<file path="src/rtl/serial_pkg.sv">
// Shared frame constants and FSM state encodings for the serial_link UART.
package serial_pkg;
   localparam int unsigned DATA_BITS = 8;
   localparam int unsigned STOP_BITS = 1;
   localparam int unsigned BIT_CNT_W = 3;

   typedef logic [BIT_CNT_W-1:0] bit_cnt_t;

   localparam bit_cnt_t LAST_DATA = bit_cnt_t'(DATA_BITS - 1);
   localparam bit_cnt_t LAST_STOP = bit_cnt_t'(STOP_BITS - 1);

   typedef enum logic [1:0] {RX_IDLE, RX_START, RX_DATA, RX_STOP} rx_state_t;
   typedef enum logic [1:0] {TX_IDLE, TX_START, TX_DATA, TX_STOP} tx_state_t;
endpackage

</file>
<file path="src/rtl/serial_bit_timer.sv">
// Down-counting bit-period timer: load a count, done while it sits at zero.
module serial_bit_timer #(
   parameter int unsigned CLKS_PER_BIT = 5859
) (
   input  logic                            clk,
   input  logic                            rst_n,
   input  logic                            load,
   input  logic [$clog2(CLKS_PER_BIT)-1:0] load_val,
   output logic                            done
);
   logic [$clog2(CLKS_PER_BIT)-1:0] count;

   always_ff @(posedge clk or negedge rst_n) begin
      if (!rst_n)
         count <= '0;
      else if (load)
         count <= load_val;
      else if (count != '0)
         count <= count - 1'b1;
   end

   assign done = (count == '0);
endmodule

</file>
<file path="src/rtl/serial_link.sv">
// Full-duplex 8N1 UART: independent RX and TX state machines on one clock.
module serial_link
   import serial_pkg::*;
#(
   parameter int unsigned CLKS_PER_BIT = 5859
) (
   input  logic       eclk,
   input  logic       ereset_n,
   input  logic       rxd,
   output logic       txd,
   output logic [7:0] rx_data,
   output logic       rx_flag,
   input  logic       rx_ack,
   input  logic [7:0] tx_data,
   output logic       tx_flag,
   input  logic       tx_wr,
   output logic       rx_err
);
   localparam int unsigned TW = $clog2(CLKS_PER_BIT);
   localparam logic [TW-1:0] FULL = TW'(CLKS_PER_BIT - 1);
   localparam logic [TW-1:0] HALF = TW'(CLKS_PER_BIT / 2);

   logic [1:0] sync;
   logic       rx_sync;

   rx_state_t            rx_state, rx_state_n;
   logic [DATA_BITS-1:0] rx_shift, rx_shift_n, rx_data_n;
   bit_cnt_t             rx_bit, rx_bit_n;
   logic                 rx_flag_n, rx_err_n, rx_armed, rx_armed_n;
   logic                 rx_load, rx_done;
   logic [TW-1:0]        rx_load_val;

   tx_state_t            tx_state, tx_state_n;
   logic [DATA_BITS-1:0] tx_shift, tx_shift_n;
   bit_cnt_t             tx_bit, tx_bit_n;
   logic                 txd_n, tx_flag_n, tx_load, tx_done;

   always_ff @(posedge eclk or negedge ereset_n) begin
      if (!ereset_n) sync <= '1;
      else           sync <= {sync[0], rxd};
   end
   assign rx_sync = sync[1];

   serial_bit_timer #(.CLKS_PER_BIT(CLKS_PER_BIT)) u_rx_timer (
      .clk(eclk), .rst_n(ereset_n), .load(rx_load), .load_val(rx_load_val), .done(rx_done)
   );

   serial_bit_timer #(.CLKS_PER_BIT(CLKS_PER_BIT)) u_tx_timer (
      .clk(eclk), .rst_n(ereset_n), .load(tx_load), .load_val(FULL), .done(tx_done)
   );

   always_ff @(posedge eclk or negedge ereset_n) begin
      if (!ereset_n) begin
         rx_state <= RX_IDLE;
         rx_shift <= '0;
         rx_bit   <= '0;
         rx_data  <= '0;
         rx_flag  <= 1'b0;
         rx_err   <= 1'b0;
         rx_armed <= 1'b1;
      end else begin
         rx_state <= rx_state_n;
         rx_shift <= rx_shift_n;
         rx_bit   <= rx_bit_n;
         rx_data  <= rx_data_n;
         rx_flag  <= rx_flag_n;
         rx_err   <= rx_err_n;
         rx_armed <= rx_armed_n;
      end
   end

   always_comb begin
      rx_state_n  = rx_state;
      rx_shift_n  = rx_shift;
      rx_bit_n    = rx_bit;
      rx_data_n   = rx_data;
      rx_flag_n   = rx_flag;
      rx_err_n    = rx_err;
      rx_armed_n  = rx_armed;
      rx_load     = 1'b0;
      rx_load_val = FULL;
      // ack clears first so a completion in the same cycle overrides it
      if (rx_ack) rx_flag_n = 1'b0;
      unique case (rx_state)
         RX_IDLE: begin
            if (!rx_armed) begin
               if (rx_sync) rx_armed_n = 1'b1;
            end else if (!rx_sync) begin
               rx_state_n  = RX_START;
               rx_load     = 1'b1;
               rx_load_val = HALF;
            end
         end
         RX_START: if (rx_done) begin
            if (!rx_sync) begin
               rx_state_n = RX_DATA;
               rx_bit_n   = '0;
               rx_load    = 1'b1;
            end else begin
               rx_state_n = RX_IDLE;
            end
         end
         RX_DATA: if (rx_done) begin
            rx_shift_n = {rx_sync, rx_shift[DATA_BITS-1:1]};
            rx_load    = 1'b1;
            if (rx_bit == LAST_DATA) rx_state_n = RX_STOP;
            else                     rx_bit_n   = rx_bit + 1'b1;
         end
         RX_STOP: if (rx_done) begin
            rx_state_n = RX_IDLE;
            if (rx_sync) begin
               rx_data_n = rx_shift;
               rx_flag_n = 1'b1;
               if (rx_flag) rx_err_n = 1'b1;
            end else begin
               rx_err_n   = 1'b1;
               rx_armed_n = 1'b0;
            end
         end
         default: rx_state_n = RX_IDLE;
      endcase
   end

   always_ff @(posedge eclk or negedge ereset_n) begin
      if (!ereset_n) begin
         tx_state <= TX_IDLE;
         tx_shift <= '0;
         tx_bit   <= '0;
         txd      <= 1'b1;
         tx_flag  <= 1'b1;
      end else begin
         tx_state <= tx_state_n;
         tx_shift <= tx_shift_n;
         tx_bit   <= tx_bit_n;
         txd      <= txd_n;
         tx_flag  <= tx_flag_n;
      end
   end

   always_comb begin
      tx_state_n = tx_state;
      tx_shift_n = tx_shift;
      tx_bit_n   = tx_bit;
      txd_n      = txd;
      tx_flag_n  = tx_flag;
      tx_load    = 1'b0;
      unique case (tx_state)
         TX_IDLE: if (tx_wr) begin
            tx_state_n = TX_START;
            tx_shift_n = tx_data;
            tx_bit_n   = '0;
            txd_n      = 1'b0;
            tx_flag_n  = 1'b0;
            tx_load    = 1'b1;
         end
         TX_START: if (tx_done) begin
            tx_state_n = TX_DATA;
            txd_n      = tx_shift[0];
            tx_load    = 1'b1;
         end
         TX_DATA: if (tx_done) begin
            tx_load = 1'b1;
            if (tx_bit == LAST_DATA) begin
               tx_state_n = TX_STOP;
               tx_bit_n   = '0;
               txd_n      = 1'b1;
            end else begin
               tx_bit_n   = tx_bit + 1'b1;
               tx_shift_n = tx_shift >> 1;
               txd_n      = tx_shift[1];
            end
         end
         TX_STOP: if (tx_done) begin
            if (tx_bit == LAST_STOP) begin
               tx_state_n = TX_IDLE;
               tx_flag_n  = 1'b1;
            end else begin
               tx_bit_n = tx_bit + 1'b1;
               tx_load  = 1'b1;
            end
         end
         default: tx_state_n = TX_IDLE;
      endcase
   end
endmodule

</file>
<file path="config.mk">
export PLATFORM = sky130hd
export DESIGN_NAME = serial_link
export DESIGN_NICKNAME = d
export VERILOG_FILES = /design/src/rtl/serial_pkg.sv /design/src/rtl/serial_bit_timer.sv /design/src/rtl/serial_link.sv
export SDC_FILE = /design/constraint.sdc
export NUM_CORES = 1
export LEC_CHECK = 0
export BUFFER_PORTS_ARGS = -buffer_cell sky130_fd_sc_hd__buf_2
export CORE_ASPECT_RATIO = 0.5
export CORE_MARGIN = 3
export CORE_UTILIZATION = 60
export CTS_CLUSTER_DIAMETER = 60
export DETAILED_ROUTE_END_ITERATION = 6
export PLACE_DENSITY_LB_ADDON = 0.15
export SLEW_MARGIN = 20
export SYNTH_ARGS = -nofsm -noshare
export SYNTH_HDL_FRONTEND = slang
export SYNTH_SLANG_ARGS = --single-unit
</file>
<file path="constraint.sdc">
create_clock -name eclk -period 4.3 [get_ports eclk]
set_clock_uncertainty 0.2 [all_clocks]
set_input_delay 0.645 -clock eclk [delete_from_list [all_inputs] [get_ports eclk]]
set_output_delay 0.645 -clock eclk [all_outputs]
set_load 0.005 [all_outputs]
</file>
==> Word level (Yosys, flattened, before mapping) <==
Cells that the tools add are included.
{ "op_classes": {"addsub": 4, "div": 0, "eq_ne": 26, "magnitude_cmp": 0, "muxes": 66, "n_shift": 0, "mul": 0, "n_reduce_logical": 27, "n_bitwise": 0} }
{ "ops": {"columns": ["op", "count"], "rows": [
  ["two-way mux 13 bit", 7],
  ["inequality test 2 bit, second input constant", 18],
  ["two-way mux 3 bit", 9],
  ["zero test 13 bit", 2],
  ["two-way mux 2 bit", 13],
  ["nonzero test 13 bit", 2],
  ["subtractor 13 x 1 -> 13 bit, second input constant", 2],
  ["two-way mux 1 bit", 24],
  ["two-way mux 8 bit", 3],
  ["case mux 2 bit (4 select lines)", 2],
  ["case mux 8 bit (2 select lines)", 1],
  ["AND reduction 4 bit", 3],
  ["AND reduction 6 bit", 2],
  ["nonzero test 2 bit", 6],
  ["AND reduction 5 bit", 2],
  ["case mux 1 bit (3 select lines)", 3],
  ["case mux 3 bit (3 select lines)", 1],
  ["AND reduction 3 bit", 3],
  ["== test 2 bit, second input constant", 4],
  ["adder 3 x 1 -> 3 bit, second input constant", 2],
  ["== test 3 bit, second input constant", 2],
  ["case mux 3 bit (2 select lines)", 1],
  ["nonzero test 3 bit", 2],
  ["== test 2 x 1 -> 1 bit, second input constant", 2],
  ["other kinds (5)", 7]
]} }
{ "word_totals": {"mem_bits_rw": 0, "rom_bits": 0, "memories": 0, "output_inout_bits": 12, "latch_bits": 0, "register_bits": 67} }

==> Longest topological paths before layout <==
{ "logic_depth": {"depth_word": 5, "ltp_mapped": 9} }

==> Hierarchy <==
Synthesis repeated with hierarchy kept, for this count alone.
{ "hier_totals": {"cells_unflattened": 344, "hier_area_um2": 3619.7} }
{ "by_module_without_submodules": {"columns": ["mod", "area_each_um2", "seq_area_each_um2", "n_inst", "cells_each"], "rows": [
  ["serial_link", 2085.8, 1032.2, 1, 180],
  ["serial_bit_timer", 767.0, 325.3, 2, 82]
]} }

==> Least setup slack after synthesis <==
No wires, ideal clock.
{ "synth_timing": {"path_kind": "flip-flop to flip-flop", "startpoint": "register u_tx_timer.count[0]", "endpoint": "register tx_bit[0]", "path_stages_with_launch": 9, "slack_ns": 1.793, "t_arrival_ns": 2.181, "path_cell_list": "dfrtp_1 inv_1 ha_1 or3b_1 or4_4 buf_6 o21ai_1 o21ai_1 a221o_1"} }
{ "synth_via": {"elab_chain_cells": 3, "word_cells_on_any_way": 4, "cone_classes": "eq/ne: 2; reduce/logical: 2"} }
{ "synth_lines": {"columns": ["item", "line_no", "source"], "rows": [
  ["start, declared", "serial_bit_timer.sv:11", "logic [$clog2(CLKS_PER_BIT)-1:0] count;"],
  ["start signal, assigned", "serial_bit_timer.sv:17", "count <= load_val;"],
  ["start signal, assigned", "serial_bit_timer.sv:19", "count <= count - 1'b1;"],
  ["zero test 13 bit (*)", "serial_bit_timer.sv:22", "assign done = (count == '0);"],
  ["inequality test 2 bit (no line)", null, null],
  ["AND reduction 5 bit (no line) (*)", null, null],
  ["end signal, assigned", "serial_link.sv:134", "tx_bit <= tx_bit_n;"],
  ["end, declared", "serial_link.sv:35", "bit_cnt_t tx_bit, tx_bit_n;"]
]} }
Mark *: on every way between the ends. The rest lies on a longest branch, timed or not.
A chain may end at the register's enable or synchronous reset.

==> Worst setup path in the final report <==
{ "layout_timing": {"startpoint": "register u_tx_timer.count[0]", "endpoint": "register tx_state[1]"} }
{ "layout_via": {"elab_chain_cells": 3, "word_cells_on_any_way": 5, "cone_classes": "eq/ne: 3; reduce/logical: 2"} }
{ "layout_lines": {"columns": ["item", "line_no", "source"], "rows": [
  ["zero test 13 bit (*)", "serial_bit_timer.sv:22", null],
  ["inequality test 2 bit (no line)", null, null],
  ["AND reduction 6 bit (no line) (*)", null, null],
  ["end signal, assigned", "serial_link.sv:132", "tx_state <= tx_state_n;"],
  ["end, declared", "serial_link.sv:33", "tx_state_t tx_state, tx_state_n;"]
]} }
Marked as above.

==> results.sh <==
export IMPL_outcome="finished clean"
export IMPL_hold_class="input port to asynchronous set/reset pin"
export IMPL_cp_data_arrival_time_ns=3.05
export IMPL_p_per_area_nw_per_um2=627
export IMPL_critPathKind="register to register"
export IMPL_syn_area_um2=3450
export IMPL_period_share_pct=70.8
export IMPL_grt_usage_pct=24.1
export IMPL_io_pins=25
export IMPL_ys_types=55
export IMPL_finalCriticalPeriod_ns=3.04
export IMPL_grt_setup_unrepaired="false"
export IMPL_first_iter_violations=190
export IMPL_grt_pass1_wl_um=12400
export IMPL_clkSinkCount=67
export IMPL_clkSlewWorstSetupHoldPaths_ns=0.05
export IMPL_yosysWarnings=0
export IMPL_cts_max_level=3
export IMPL_end_kind="register"
export IMPL_die_area_um2=6750
export IMPL_hpwl_um=4930
export IMPL_viasPerCell=6.22
export IMPL_p_switching_mw=0.851
export IMPL_max_freq_mhz=329
export IMPL_syn_nets=349
export IMPL_cts_buffer_depth=2
export IMPL_antenna_cells=0
export IMPL_drc_errors=0
export IMPL_comb_power_share_pct=31.2
export IMPL_drt_wirelength_per_cell_um=17.0
export IMPL_p_total_mw=2.46
export IMPL_setup_violations=0
export IMPL_p_clk_share_pct=31.3
export IMPL_worst_setup_path_start_kind="register"
export IMPL_synth_edf_count=0
export IMPL_synthArstFlopShare_pct=100
export IMPL_routed_wl_um=7220
export IMPL_die_h_um=59.6
export IMPL_antenna_found_initial=0
export IMPL_cap_violations=0
export IMPL_insertion_delay_ns=0.34
export IMPL_final_nets=374
export IMPL_core_region_area_um2=5230
export IMPL_first_global_vias=2644
export IMPL_firstDrtPassIters=4
export IMPL_postCtsSetupBuffers=0
export IMPL_port_buffers=24
export IMPL_ys_ff_latch=67
export IMPL_slew_viol_final=0
export IMPL_leakagePower_nw=1.74
export IMPL_synth_cells=324
export IMPL_yosysSeqAreaShare_pct=48.8
export IMPL_nFillCells=344
export IMPL_area_growth_pct=13.8
export IMPL_post_place_ws_ns=1.28
export IMPL_tritoncts="done"
export IMPL_final_setup_tns_ns=0
export IMPL_grt_max_degree=47
export IMPL_drtAntennaViolNets=0
export IMPL_root_buffer="clkbuf_16"
export IMPL_synth_ff_type="dfrtp_1"
export IMPL_internal_power_mw=1.61
export IMPL_cp_required_ns=4.31
export IMPL_start_util_pct=66.0
export IMPL_p_sw_share_pct=34.6
export IMPL_placementRows=18
export IMPL_hold_viol=0
export IMPL_seqPwrFrac_pct=37.5
export IMPL_cts_made_buffers=9
export IMPL_fin_ws_ns=1.26
export IMPL_die_w_um=113
export IMPL_critPathMaxFanout=14
export IMPL_syn_avg_cell_area_um2=10.6
export IMPL_vias=2638
export IMPL_ir_drop_v=0.000518
export IMPL_layout_common_cells="dfrtp_1 (62), nor2_1 (23), buf_2 (23), a21oi_1 (20), mux2_2 (18)"
export IMPL_cts_resized=0
export IMPL_final_common_cell="dfrtp_1"
export IMPL_drive_gt1_share_pct=22.3
export IMPL_postCtsHoldBufs=0
export IMPL_place_gp_congestion=0.826
export IMPL_worstMarginPinSlew_ns=0.711
export IMPL_overflow=0
export IMPL_maxSlewHeadroom_pct=52.2
==> metrics by stage <==
stage / std cells / hold slack, ns / instance area [um^2] / utilization (%)
after floorplan: 324 / 0.145 / 3450 / -
after global placement: 408 / 0.156 / 3610 / 69.1
after detailed placement: 408 / 0.156 / 3610 / 69.1
after CTS: 424 / 0.164 / 3920 / 75.0
after global routing: 424 / 0.151 / 3920 / 75.1
final: 424 / 0.0973 / 3920 / 75.1
==> power by group through the flow <==
stage	sequential, mW	clock (mW)	combinational [mW]
5_1_grt	0.946	0.811	0.865
2_1_floorplan	0.883	0	0.601
3_5_place_dp	0.927	0	0.752
6_report	0.923	0.770	0.766
3_3_place_gp	0.911	0	0.705
4_1_cts	0.919	0.782	0.762
==> flip-flops by register name, indices dropped and copies added, names as in the netlist, named ones only <==
register	count
tx_state	2
tx_bit	3
u_tx_timer.count	13
rx_flag	1
tx_shift	8
tx_flag	1
rx_err	1
rx_shift	8
rx_bit	3
txd	1
u_rx_timer.count	13
rx_armed	1
rx_state	1
sync	2
rx_data	8
==> worst max-delay path, cell delays in order, from the launching register on <==
cell      delay [ns]
dfrtp_1         0.40
inv_1           0.10
ha_1            0.18
or3b_1          0.46
nor4_4          0.67
a21boi_0        0.24
nor3b_1         0.31
mux2_2          0.38
==> synth_stat cells (2+ instances only) <==
library cell	n	share of area (%)
dfrtp_1	62	45
nor2_1	23	2.5
a21oi_1	20	2.9
mux2_2	18	5.9
nand2_1	17	1.9
inv_1	13	1.4
ha_1	12	4.4
nor3_1	12	1.7
o21ai_0	10	1.5
o31ai_1	10	2.2
nor4_1	8	1.5
o22ai_1	8	1.5
xnor2_1	8	2.0
nand2b_1	7	1.3
o21bai_2	7	2.3
clkbuf_1	6	0.65
a211o_1	5	1.3
dfstp_2	5	3.8
nand3_1	5	0.73
o21ai_1	5	0.73
nand3b_1	4	0.87
nor2b_1	4	0.73
or4_1	4	0.87
nor3b_1	3	0.65
or3_1	3	0.54
or4_4	3	0.98
xor2_1	3	0.76
a211oi_1	2	0.44
a21o_1	2	0.44
a31oi_1	2	0.36
buf_1	2	0.22
buf_2	2	0.29
buf_6	2	0.65
mux2i_1	2	0.58
nand4_1	2	0.36
o311ai_0	2	0.51
o41ai_1	2	0.51
or2_2	2	0.36
==> final timing paths <==
| kind | from | end | slack (ns) | cells past startpoint |
|---|---|---|---|---|
| setup / recovery | u_tx_timer.count[0]$_DFFE_PN0P_ | tx_state[1]$_DFFE_PN0P_ | 1.26 | 7 |
| min in group eclk | sync[0]$_DFF_PN1_ | sync[1]$_DFF_PN1_ | 0.16 | 0 |
| hold reg to reg | sync[0]$_DFF_PN1_ | sync[1]$_DFF_PN1_ | 0.16 | 0 |
| max in group asynchronous | ereset_n | rx_armed$_DFFE_PN1P_ | 3.03 | 2 |
| hold / removal | ereset_n | u_rx_timer.count[5]$_DFFE_PN0P_ | 0.1 | 1 |
| setup reg to reg | u_tx_timer.count[0]$_DFFE_PN0P_ | tx_state[1]$_DFFE_PN0P_ | 1.26 | 7 |
==> layout make-up <==
cell class | count | area (um^2) | area share (%)
Timing Repair Buffer | 26 | 138 | 3.51
Multi-Input combinational cell | 232 | 1650 | 42.2
Clock inverter | 5 | 78.8 | 2.01
Tap cell | 70 | 87.6 | 2.23
Clock buffer | 11 | 233 | 5.93
Inverter | 13 | 48.8 | 1.24
Sequential cell | 67 | 1680 | 42.9
==> routing by layer <==
metal	wire [um]	part of all wire, %	track usage [%]
met5	0	0	0
met4	144	2.0	7.19
met3	422	5.8	9.48
met2	3570	49	41.0
met1	3080	43	29.0
==> logic make-up after synthesis <==
family,Yosys count,synth area share (%)
multiplexers,20,6.46
AO/OA/AOI/OAI,88,18.1
adder cells (fa/ha/maj),12,4.35
AND/OR/NAND/NOR,101,16.2
buffers and inverters,25,3.23
XOR/XNOR,11,2.79
flip-flops,67,48.8
(Power assumes the default switching activity.)
